===== src/rtl/btn_irq_ctrl_if.sv =====
// Button/interrupt controller signal bundle: raw button and CPU-side controls in,
// debounced level, request, overrun flag and press count out.
interface btn_irq_ctrl_if #(
    parameter int unsigned CNT_W = 8
);
    logic             btn_i;
    logic             irq_ack_i;
    logic             overrun_clr_i;
    logic             btn_state_o;
    logic             irq_req_o;
    logic             overrun_o;
    logic [CNT_W-1:0] press_cnt_o;

    modport master (
        output btn_i,
        output irq_ack_i,
        output overrun_clr_i,
        input  btn_state_o,
        input  irq_req_o,
        input  overrun_o,
        input  press_cnt_o
    );

    modport slave (
        input  btn_i,
        input  irq_ack_i,
        input  overrun_clr_i,
        output btn_state_o,
        output irq_req_o,
        output overrun_o,
        output press_cnt_o
    );
endinterface


===== src/rtl/btn_irq_ctrl.sv =====
// Push-button debouncer feeding a level interrupt request with acknowledge,
// sticky overrun detection and a wrapping accepted-press counter.
module btn_irq_ctrl #(
    parameter int unsigned DEBOUNCE_CYCLES = 50000,
    parameter int unsigned CNT_W           = 8
) (
    input  logic                 clk_i,
    input  logic                 rst_i,
    btn_irq_ctrl_if.slave        bus_io
);
    localparam int unsigned DbW = $clog2(DEBOUNCE_CYCLES);
    localparam logic [DbW-1:0] DbMax = DbW'(DEBOUNCE_CYCLES - 1);

    typedef enum logic {StIdle, StPending} state_e;

    logic             sync1_q, sync_q;
    logic [DbW-1:0]   db_cnt_q, db_cnt_d;
    logic             btn_state_q, btn_state_d;
    state_e           state_q, state_d;
    logic             overrun_q, overrun_d;
    logic [CNT_W-1:0] press_cnt_q, press_cnt_d;
    logic             mismatch;
    logic             accept;
    logic             press_evt;
    logic             overrun_set;

    assign mismatch  = sync_q != btn_state_q;
    assign accept    = mismatch && (db_cnt_q == DbMax);
    // Only a rising debounced level counts as a press.
    assign press_evt = accept && sync_q;

    always_comb begin
        db_cnt_d    = '0;
        btn_state_d = btn_state_q;
        if (accept) begin
            btn_state_d = sync_q;
        end else if (mismatch) begin
            db_cnt_d = db_cnt_q + 1'b1;
        end
    end

    always_comb begin
        state_d     = state_q;
        press_cnt_d = press_cnt_q;
        overrun_set = 1'b0;
        unique case (state_q)
            StIdle: begin
                if (press_evt) begin
                    state_d     = StPending;
                    press_cnt_d = press_cnt_q + 1'b1;
                end
            end
            StPending: begin
                if (press_evt) begin
                    // An ack in the same cycle frees the slot for the new press.
                    if (bus_io.irq_ack_i) begin
                        press_cnt_d = press_cnt_q + 1'b1;
                    end else begin
                        overrun_set = 1'b1;
                    end
                end else if (bus_io.irq_ack_i) begin
                    state_d = StIdle;
                end
            end
            default: state_d = StIdle;
        endcase
        overrun_d = overrun_set | (overrun_q & ~bus_io.overrun_clr_i);
    end

    always_ff @(posedge clk_i) begin
        if (rst_i) begin
            sync1_q     <= 1'b0;
            sync_q      <= 1'b0;
            db_cnt_q    <= '0;
            btn_state_q <= 1'b0;
            state_q     <= StIdle;
            overrun_q   <= 1'b0;
            press_cnt_q <= '0;
        end else begin
            sync1_q     <= bus_io.btn_i;
            sync_q      <= sync1_q;
            db_cnt_q    <= db_cnt_d;
            btn_state_q <= btn_state_d;
            state_q     <= state_d;
            overrun_q   <= overrun_d;
            press_cnt_q <= press_cnt_d;
        end
    end

    assign bus_io.btn_state_o = btn_state_q;
    assign bus_io.irq_req_o   = (state_q == StPending);
    assign bus_io.overrun_o   = overrun_q;
    assign bus_io.press_cnt_o = press_cnt_q;
endmodule


===== src/flat_wrapper.sv =====
// flat-port wrapper written by rule: the top's interface ports become plain ports
module btn_irq_ctrl_flat 
#(
    parameter int unsigned DEBOUNCE_CYCLES = 50000,
    parameter int unsigned CNT_W           = 8
)
  (clk_i, rst_i, bus_io_btn_i, bus_io_irq_ack_i, bus_io_overrun_clr_i, bus_io_btn_state_o, bus_io_irq_req_o, bus_io_overrun_o, bus_io_press_cnt_o);
  btn_irq_ctrl_if #(.CNT_W(CNT_W)) bus_io_i ();
  input  logic clk_i;
  input  logic rst_i;
  input wire logic [$bits(bus_io_i.btn_i)-1:0] bus_io_btn_i;
  input wire logic [$bits(bus_io_i.irq_ack_i)-1:0] bus_io_irq_ack_i;
  input wire logic [$bits(bus_io_i.overrun_clr_i)-1:0] bus_io_overrun_clr_i;
  output wire logic [$bits(bus_io_i.btn_state_o)-1:0] bus_io_btn_state_o;
  output wire logic [$bits(bus_io_i.irq_req_o)-1:0] bus_io_irq_req_o;
  output wire logic [$bits(bus_io_i.overrun_o)-1:0] bus_io_overrun_o;
  output wire logic [$bits(bus_io_i.press_cnt_o)-1:0] bus_io_press_cnt_o;
  assign bus_io_i.btn_i = bus_io_btn_i;
  assign bus_io_i.irq_ack_i = bus_io_irq_ack_i;
  assign bus_io_i.overrun_clr_i = bus_io_overrun_clr_i;
  assign bus_io_btn_state_o = bus_io_i.btn_state_o;
  assign bus_io_irq_req_o = bus_io_i.irq_req_o;
  assign bus_io_overrun_o = bus_io_i.overrun_o;
  assign bus_io_press_cnt_o = bus_io_i.press_cnt_o;
  btn_irq_ctrl #(.DEBOUNCE_CYCLES(DEBOUNCE_CYCLES), .CNT_W(CNT_W)) u_core (.clk_i(clk_i), .rst_i(rst_i), .bus_io(bus_io_i));
endmodule

===== config.mk =====
export PLATFORM = sky130hd
export DESIGN_NAME = btn_irq_ctrl_flat
export DESIGN_NICKNAME = d
export VERILOG_FILES = /design/src/rtl/btn_irq_ctrl_if.sv /design/src/rtl/btn_irq_ctrl.sv /design/src/flat_wrapper.sv
export SDC_FILE = /design/constraint.sdc
export NUM_CORES = 1
export LEC_CHECK = 0
export CORE_MARGIN = 1
export CORE_UTILIZATION = 41
export CTS_CLUSTER_DIAMETER = 100
export DETAILED_ROUTE_END_ITERATION = 10
export DONT_BUFFER_PORTS = 1
export GPL_ROUTABILITY_DRIVEN = 1
export GPL_TIMING_DRIVEN = 0
export PLACE_DENSITY_LB_ADDON = 0.05
export SYNTH_ARGS = -nofsm -noshare
export SYNTH_HDL_FRONTEND = slang
export SYNTH_SLANG_ARGS = --single-unit

===== constraint.sdc =====
create_clock -name clk_i -period 2.65 [get_ports clk_i]
set_input_delay 0.265 -clock clk_i [delete_from_list [all_inputs] [get_ports clk_i]]
set_output_delay 0.265 -clock clk_i [all_outputs]
set_load 0.01 [all_outputs]

==> results.md, run 1 <==
* Antenna diode count at 0
* Core Util, Final at 0.4711
* Die width at 58.23 µm
* # nets final at 164
* Critical Path AT at roughly 2.1 ns
* Gpl congestion at 0.7557
* CP max FO at 10
* WL met1 at 1188 µm
* Average size of a mapped cell at 8.758 µm²
* Simple-gate share of the synthesized area at 0.2934
* Num rows at 20
* CTS tree: built
* Vias/cell at 5.234
* DIE AREA at 0.003390 mm²
* Kind of end point of the critical path: flip-flop
* Outcome: complete, no violations
* Placement Cell Area at roughly 0.0014 mm²
* FMAX at 0.5278 GHz
* Setup violators final at 0
* Ys flop type: dfxtp_1
* Layout cells sized above 1 at 0.08280
* Post-CTS Resized at 0
* WL per Instance at about 13 µm
* Critical Path Most Common Cell: buf_2
* #FFs+latches synth at 29
* Global route overflow at 0
* Port Buffers at 0
* Leakage at 0.4227 nW
* H-tree depth at 2
* Final critical-path share of the clock period at 0.7150
* Via count at 1052
* Max Cap Viol at 0
* First drt pass iteration count at 4
* Hpwl dp at 1708 µm
* Routed met2 length at roughly 1200 µm
* CORE AREA at 0.003028 mm²
* Number of global-route vias before repair at 967
* Setup CP Type: reg2reg
* Clk root buf: clkbuf_4
* Unrepaired setup endpoints after global routing: false
* Io pins at 16
* Hold Crit Class: in2reg
* VDD IR-drop max at approximately 0.22 mV
* DRC Markers at 0
* Die Span Y at 58.23 µm
* Gr usage total at 0.1731
* Wirelength, routed at 2542 µm
* Post-synth EDFFs at 0
* WL met3 at 119 µm
* Synth Area in Compound Gates at 0.1062
* Tmin final at 1.895 ns
* Rel. slew slack at 0.6844
* Area Overhead vs Synth at 10.04%
* Post-synth ARST share at 0
* Synth Area in XOR/XNOR at 0.09459
* Max incr delay on CP at between 0.4 and 0.5 ns
* Worst clock skew at 0.007652 ns
* Seq/Total Area, Yosys at 0.4479
* Syn_nets at around 160
* Final Slew Violations at 0
* Largest family of logic cells by synthesized area: simple AND/OR/NAND/NOR gates
* Initial antenna violation count at 0
* Sum Neg Setup Slack at 0 ns
* CP cell instances: nor4_2, nand3_1, buf_2, o21bai_1, buf_2, nor2_1
* Slowest cell on the critical path: o21bai_1
* Clk slew on worst S/H paths at 0.09 ns
* Largest net degree at the start of global routing at 11
* WHS at 0.03832 ns
* CP Launch Type: flip-flop
* Worst slew pin tran at roughly 0.47 ns
* Top routing layer in use: met4
* Worst skew pair latency at roughly 0.32 ns
* Num CTS Buffers at 5
* Final standard cell area without fillers at approximately 0.0014 mm²
* Pwr dens at 507.0 mW/mm²
* Post-synthesis mux area share at 0
* Adder-Cell Fraction of Synth Area at 0.01931
* Worst Path Required at 2.86 ns
* Initial Util at 0.4281
* Mapped Area at 0.001296 mm²
* DR iter-0 viols at 69
* Post-Syn Instances at 148
* Hold Fails Final Rpt at 0
* Clock Tree Buf Depth at 2
* Clock Sinks at 29
* Number of library cell types mapped by synthesis at 28
* First-pass GRT wire length at 4374 µm
* Final ANT Viol Nets at 0
* Syn. warnings at 0
[routing by layer]
layer  up-vias  track usage
li1        551            -
met2        18       0.2906
met5         -            0
met1       476       0.1964
met3         7      0.06696
met4         0      0.07143
[sequential cells by signal (all words and copies together) (netlist names)]
signal and count:
u_core.bus_io.btn_state_o 1, u_core.bus_io.overrun_o 1, u_core.db_cnt_q 16, u_core.bus_io.press_cnt_o 8, u_core.bus_io.irq_req_o 1, u_core.sync_q 1, u_core.sync1_q 1
[layout make-up]
| type | instances | area (µm²) |
|---|---|---|
| multi-input combinational | 107 | 665.6 |
| buffer | 6 | 27.53 |
| timing repair buffer | 2 | 20.02 |
| clock buffer | 7 | 55.05 |
| tap | 44 | 55.05 |
| inverter | 6 | 22.52 |
| fill | 302 | 1602 |
| sequential | 29 | 580.6 |
[final timing paths]
path	depth (start not counted)	slack, ns	endpoint	from
worst min-delay path	1	0.04	u_core.bus_io.btn_state_o$_SDFFE_PP0P_	rst_i
worst max-delay path	6	0.76	u_core.db_cnt_q[13]$_SDFF_PP0_	u_core.db_cnt_q[11]$_SDFF_PP0_
worst min register to register	1	0.44	u_core.sync_q$_SDFF_PP0_	u_core.sync1_q$_SDFF_PP0_
worst max register to register	6	0.76	u_core.db_cnt_q[13]$_SDFF_PP0_	u_core.db_cnt_q[11]$_SDFF_PP0_
[repair_timing]
| item | in CTS | in global routing |
|---|---|---|
| hold buffers | 1 | 1 |
| setup endpoints to repair | 0 | 0 |
| setup buffers | 0 | 0 |
| endpoints found under the hold margin | 2 | 1 |
[Yosys cell counts, drive strengths merged (3+ instances only)]
library cell / instances / area (µm²)
a21oi: 9 / 45.04
and3: 4 / 25.02
buf: 4 / 20.02
dfxtp: 29 / 580.6
inv: 6 / 22.52
nand2: 4 / 15.01
nand3: 11 / 55.05
nand4: 5 / 31.28
nor2: 19 / 71.32
nor2b: 5 / 31.28
nor3: 3 / 15.01
nor4: 5 / 37.53
o21ai: 3 / 15.01
o31ai: 6 / 45.04
or4: 6 / 45.04
xnor2: 12 / 105.1
[cells in the final DEF, fill, tap and decap left out, drive strengths merged, types with 2 or more instances in the layout]
cell type / Yosys / routed
xor2: 2 / 2
nand3: 11 / 11
or4: 6 / 6
and3: 4 / 4
nor2b: 5 / 5
nor2: 19 / 19
clkbuf: 2 / 9
o21bai: 2 / 2
nand2: 4 / 4
o31ai: 6 / 6
nand4: 5 / 5
buf: 4 / 4
a21oi: 9 / 9
nor4: 5 / 5
inv: 6 / 6
o21ai: 3 / 3
ha: 2 / 2
xnor2: 12 / 12
dfxtp: 29 / 29
nor3: 3 / 3
dlygate4sd3: 0 / 2
nand2b: 2 / 2
or3: 2 / 2
[cell families (layout without fill, tap and decap cells)]
| family | count (synthesis) | in the layout |
|---|---|---|
| flip-flops | 29 | 29 |
| adder cells (fa/ha/maj) | 2 | 2 |
| AO/OA/AOI/OAI | 22 | 22 |
| buffers and inverters | 12 | 21 |
| AND/OR/NAND/NOR | 69 | 69 |
| XOR/XNOR | 14 | 14 |
[stage by stage]
stage / setup WS, ns / std cells / total power, W
final: 0.7554 / 201 / 0.0007232
after global routing: 0.5472 / 201 / 0.0007626
after CTS: 0.7073 / 200 / 0.0007323
after detailed placement: 0.7320 / 192 / 0.0004574
after global placement: 0.7616 / 192 / 0.0004571
after floorplan: 0.9533 / 148 / 0.0004550
[where the power goes]
| part | internal (W) | switching, W |
|---|---|---|
| Clock | 0.000125 | 0.000149 |
| Sequential | 0.000437 | 0.00000102 |
| Combinational | 0.00000505 | 0.00000635 |
[critical path: cells and delay by family, from the launching register on]
family                 cells  cell delay, ns
AOI/OAI and AO/OA          1            0.42
buffers and inverters      2            0.52
and+or+nand+nor            3            0.49
DFF                        1            0.37
Power figures use the tool's default switching activity.
==> inputs of run 2 (changes only) <==
clock period = 1.75 ns   (was 2.65 ns; I/O delays follow)
==> results.md, run 2 (same netlist as run 1, synthesis figures left out) <==
* Outcome: complete, no violations
* CTS tree: built
* Core Util, Final at 0.4967
* Num rows at 20
* Sw power at 0.0002332 W
* Worst slew pin tran at 0.4662 ns
* Reg with most FFs: u_core.db_cnt_q
* Pre-CTS setup slack at -0.1680 ns
* First-pass GRT wire length at 4443 µm
* Layout cells sized above 1 at 0.1384
* Switching share of power at 0.2135
* Cell Int Power at 0.0008593 W
* Setup WS post-layout at just over 0.05 ns
* Num CTS Buffers at 5
* Crit path capture: u_core.bus_io.press_cnt_o[3]$_SDFFE_PP0P_
* Max reg flops at 16
* Sequential Power Share at 0.605
* Die width at 58.23 µm
* CP Launch Type: flip-flop
* Critical Path Source: u_core.db_cnt_q[1]$_SDFF_PP0_
* Final ANT Viol Nets at 0
* Setup violators final at 0
* Clk root buf: clkbuf_4
* Vias/cell at 5.276
* DR iter-0 viols at 75
* Worst Path Required at between 2 and 2.5 ns
* Max Cap Viol at 0
* Clock share of power at 0.376
* Placement Cell Area at 0.001351 mm²
* Final Slew Violations at 0
* Pwr dens at 726.5 mW/mm²
* Kind of end point of the critical path: flip-flop
* Io pins at 16
* CP max FO at 10
* Commonest cells after routing, fill and taps aside: 25 x dfxtp_1, 19 x nor2_1, 12 x xnor2_1
* Design Power at 0.001093 W
* Die Span Y at 58.23 µm
* Final critical-path share of the clock period at 0.9709
* Number of global-route vias before repair at 980
* H-tree depth at 2
* DRC Markers at 0
* Hold Crit Class: in2reg
* Hold Fails Final Rpt at 0
* Worst R2R Start: u_core.db_cnt_q[1]$_SDFF_PP0_
* Wirelength, routed at 2602 µm
* Rel. slew slack at 0.6892
* Global route overflow at 0
* Hpwl dp at 1708 µm
* DIE AREA at between 0.003 and 0.004 mm²
* WL per Instance at 12.82 µm
* Commonest non-fill, non-tap cell in the layout: dfxtp_1
* Critical Path AT at about 2.0 ns
* Clk slew on worst S/H paths at 0.09 ns
* Initial antenna violation count at 0
* CORE AREA at between 0.003 and 0.004 mm²
* First drt pass iteration count at 4
* Worst clock skew at 0.006505 ns
* Reg-to-reg slack, setup at a little over 0.05 ns
* Area Overhead vs Synth at 16.02%
* Combinational share of power at 0.019
* Port Buffers at 0
* Clock Sinks at 29
* Leakage at 0.4476 nW
* Gr usage total at 0.1755
* Tmin final at 1.699 ns
* Worst skew pair latency at 0.32 ns
* Initial Util at 0.4281
* Setup CP Type: reg2reg
* Final standard cell area without fillers at 0.001504 mm²
* # nets final at between 150 and 200
* Clock Tree Buf Depth at 2
* FMAX at 0.5886 GHz
* Gpl congestion at 0.7557
* Antenna diode count at 0
* Largest net degree at the start of global routing at 11
* Worst R2R Path Depth at 6
* VDD IR-drop max at 0.3241 mV
* Fillers at between 300 and 400
* Via count at 1071
* Critical R2R Capture: u_core.bus_io.press_cnt_o[3]$_SDFFE_PP0P_
==> run 2: worst max-delay path, stage by stage (launching register included) <==
cell	delay, ns
dfxtp_4	0.37
ha_4	0.17
and3_4	0.20
nand3_1	0.12
buf_6	0.17
or4_1	0.46
a21oi_1	0.14
==> run 2: how the worst min path moves through the flow <==
stage,start,to,slack (ns),cells past startpoint
CTS,rst_i,u_core.bus_io.overrun_o$_SDFF_PP0_,0.02,2
global placement,rst_i,u_core.sync_q$_SDFF_PP0_,0.25,1
detailed placement,rst_i,u_core.sync1_q$_SDFF_PP0_,0.25,1
floorplan,rst_i,u_core.sync1_q$_SDFF_PP0_,0.25,1
finish,rst_i,u_core.bus_io.overrun_o$_SDFF_PP0_,0.04,2
global route,rst_i,u_core.bus_io.overrun_o$_SDFF_PP0_,0.007,2
==> run 2: per-stage QoR <==
stage,hold WS [ns],cells,setup TNS [ns]
5_1_grt,0.006849,203,-0.002353
3_5_place_dp,0.2498,192,-1.801
2_1_floorplan,0.2466,148,0
6_report,0.03551,203,0
4_1_cts,0.02416,202,0
3_3_place_gp,0.2480,192,-1.533
==> run 2: repair_timing <==
action                                  4_1_cts  5_1_grt
endpoints found under the hold margin         4        0
pin swaps                                     1        2
endpoints found under the setup margin       13       18
gates resized for setup                       7       13
buffers inserted                              0        1
hold buffers                                  3        0
==> run 2: layer usage <==
metal | track usage | up-vias | share of wire
met2 | 0.2956 | 23 | 0.48
met3 | 0.06696 | 6 | 0.048
li1 | - | 550 | -
met5 | 0 | - | 0
met4 | 0.07143 | 0 | 0.015
met1 | 0.1992 | 492 | 0.46
==> run 2: area by class of cell <==
cell class,count,area (µm²),share of cell area
buffer,6,40.04,0.02662
sequential,29,590.6,0.3927
inverter,6,22.52,0.01498
clock buffer,7,55.05,0.03661
multi-input combinational,107,703.2,0.4676
timing repair buffer,4,37.54,0.02496
tap,44,55.05,0.03661
==> run 2: power groups by stage <==
stage / Clock (W) / Combinational, W / Sequential [W]
floorplan: 0 / 0.0000103 / 0.000679
detailed placement: 0 / 0.0000135 / 0.000679
global placement: 0 / 0.0000131 / 0.000679
finish: 0.000410 / 0.0000208 / 0.000661
global route: 0.000471 / 0.0000232 / 0.000662
CTS: 0.000430 / 0.0000204 / 0.000664
==> inputs of run 3 (changes only) <==
PLACE_DENSITY_LB_ADDON = 0.12   (was 0.05)
==> results.md, run 3 (same netlist as run 1, synthesis figures left out) <==
* Worst skew pair latency at roughly 0.33 ns
* DR iter-0 viols at 74
* Setup CP Type: reg2reg
* Port Buffers at 0
* Pre-CTS setup slack at -0.1539 ns
* Io pins at 16
* Hold Crit Class: in2reg
* Pwr dens at 723.2 mW/mm²
* Die Span Y at 58.23 µm
* Clock Tree Buf Depth at 2
* Commonest cells after routing, fill and taps aside: 25 x dfxtp_1, 19 x nor2_1, 12 x xnor2_1
* # nets final at about 170
* CP cell instances: nor4_4, nand3_1, buf_6, clkbuf_2, o31ai_1, a21oi_1
* Die width at 58.23 µm
* Final ANT Viol Nets at 0
* Initial Util at 0.4281
* Antenna diode count at 0
* Critical Path AT at 1.88 ns
* Clk slew on worst S/H paths at 0.09 ns
* CORE AREA at 0.003028 mm²
* Num rows at 20
* WL per Instance at about 13 µm
* Fin cells at 203
* First drt pass iteration count at 4
* VDD IR-drop max at 0.5255 mV
* Final Slew Violations at 0
* Worst clock skew at 0.01052 ns
* Global route overflow at 0
* WHS at around 0.037 ns
* Setup violators final at 0
* Tmin final at 1.682 ns
* Clock Sinks at 29
* Delay-heaviest family, CP: simple AND/OR/NAND/NOR gates
* DIE AREA at 0.003390 mm²
* Fillers at around 290
* FMAX at slightly below 0.6 GHz
* Largest net degree at the start of global routing at 11
* WP buf/inv at 2
* CTS tree: built
* Kind of end point of the critical path: flip-flop
* Initial antenna violation count at 0
* Wirelength, routed at 2651 µm
* Unrepaired setup endpoints after global routing: true
* First-pass GRT wire length at 4540 µm
* Gpl congestion at between 0.8 and 0.9
* Num CTS Buffers at 5
* H-tree depth at 2
* Clk root buf: clkbuf_4
* Area Overhead vs Synth at 16.99%
* Worst Path Required at 1.95 ns
* Vias/cell at 5.315
* Slowest cell on the critical path: dfxtp_4
* DRC Markers at 0
* Final critical-path share of the clock period at 0.9614
* Via count at approximately 1100
* Leakage at around 0.45 nW
* Max reg flops at 16
* Number of global-route vias before repair at 1018
* Gr usage total at 0.1769
* Setup WS post-layout at 0.06750 ns
* Outcome: complete, no violations
* Layout cells sized above 1 at 0.1572
* Hold Fails Final Rpt at 0
* Rel. slew slack at 0.6791
* Reg with most FFs: u_core.db_cnt_q
* CP max FO at 10
* Commonest non-fill, non-tap cell in the layout: dfxtp_1
* Worst slew pin tran at 0.4814 ns
* Placed Cells at approximately 190
* Max Cap Viol at 0
* Hpwl dp at 1734 µm
* Max incr delay on CP at 0.38 ns
* CP Launch Type: flip-flop
==> run 3: cell type report <==
| cell class | count | area [µm²] | area share |
|---|---|---|---|
| Multi-Input combinational cell | 107 | 709.4 | 0.4678 |
| Sequential cell | 29 | 593.1 | 0.3911 |
| Clock buffer | 7 | 55.05 | 0.03630 |
| Tap cell | 44 | 55.05 | 0.03630 |
| Buffer | 6 | 43.79 | 0.02888 |
| Timing Repair Buffer | 4 | 37.54 | 0.02475 |
| Inverter | 6 | 22.52 | 0.01485 |
==> run 3: timing repair <==
item | CTS | global route
resized for setup | 10 | 12
setup buffers | 0 | 1
pin swaps | 0 | 3
hold buffers | 3 | 0
endpoints found under the hold margin | 4 | 0
endpoints found under the setup margin | 15 | 18
==> run 3: worst register-to-register path: stages (launching register included) <==
cell	delay, ns
dfxtp_4	0.38
nor4_4	0.27
nand3_1	0.15
buf_6	0.17
clkbuf_2	0.20
o31ai_1	0.30
a21oi_1	0.10
==> run 3: routing by layer <==
layer,global-route usage,vias to the layer above,share of wire
li1,-,553,-
met1,0.2337,500,0.49
met2,0.2562,19,0.45
met3,0.05134,7,0.034
met4,0.1020,0,0.023
met5,0,-,0
==> run 3: report_power, final <==
part / switching (W) / leakage (nW) / internal, W / total (W)
clock network: 0.000226 / 0.0314 / 0.000189 / 0.000416
logic: 0.0000108 / 0.182 / 0.0000107 / 0.0000215
registers: 0.00000148 / 0.237 / 0.000658 / 0.000659
total: 0.000239 / 0.451 / 0.000858 / 0.00110
==> run 3: per-stage QoR <==
step / power [W] / setup TNS (ns) / instance area [µm²] / utilization
floorplan: 0.0006891 / 0 / 1296 / -
global placement: 0.0006920 / -1.301 / 1351 / 0.4463
detailed placement: 0.0006923 / -1.669 / 1351 / 0.4463
CTS: 0.001116 / 0 / 1469 / 0.4851
global route: 0.001145 / -0.06206 / 1516 / 0.5008
finish: 0.001097 / 0 / 1516 / 0.5008
==> run 3: final timing paths <==
kind	start	endpoint	slack [ns]	cells past startpoint
worst max-delay path	u_core.db_cnt_q[11]$_SDFF_PP0_	u_core.bus_io.press_cnt_o[2]$_SDFFE_PP0P_	0.07	6
worst min-delay path	rst_i	u_core.bus_io.btn_state_o$_SDFFE_PP0P_	0.04	3
worst min register to register	u_core.sync1_q$_SDFF_PP0_	u_core.sync_q$_SDFF_PP0_	0.45	1
worst max register to register	u_core.db_cnt_q[11]$_SDFF_PP0_	u_core.bus_io.press_cnt_o[2]$_SDFFE_PP0P_	0.07	6
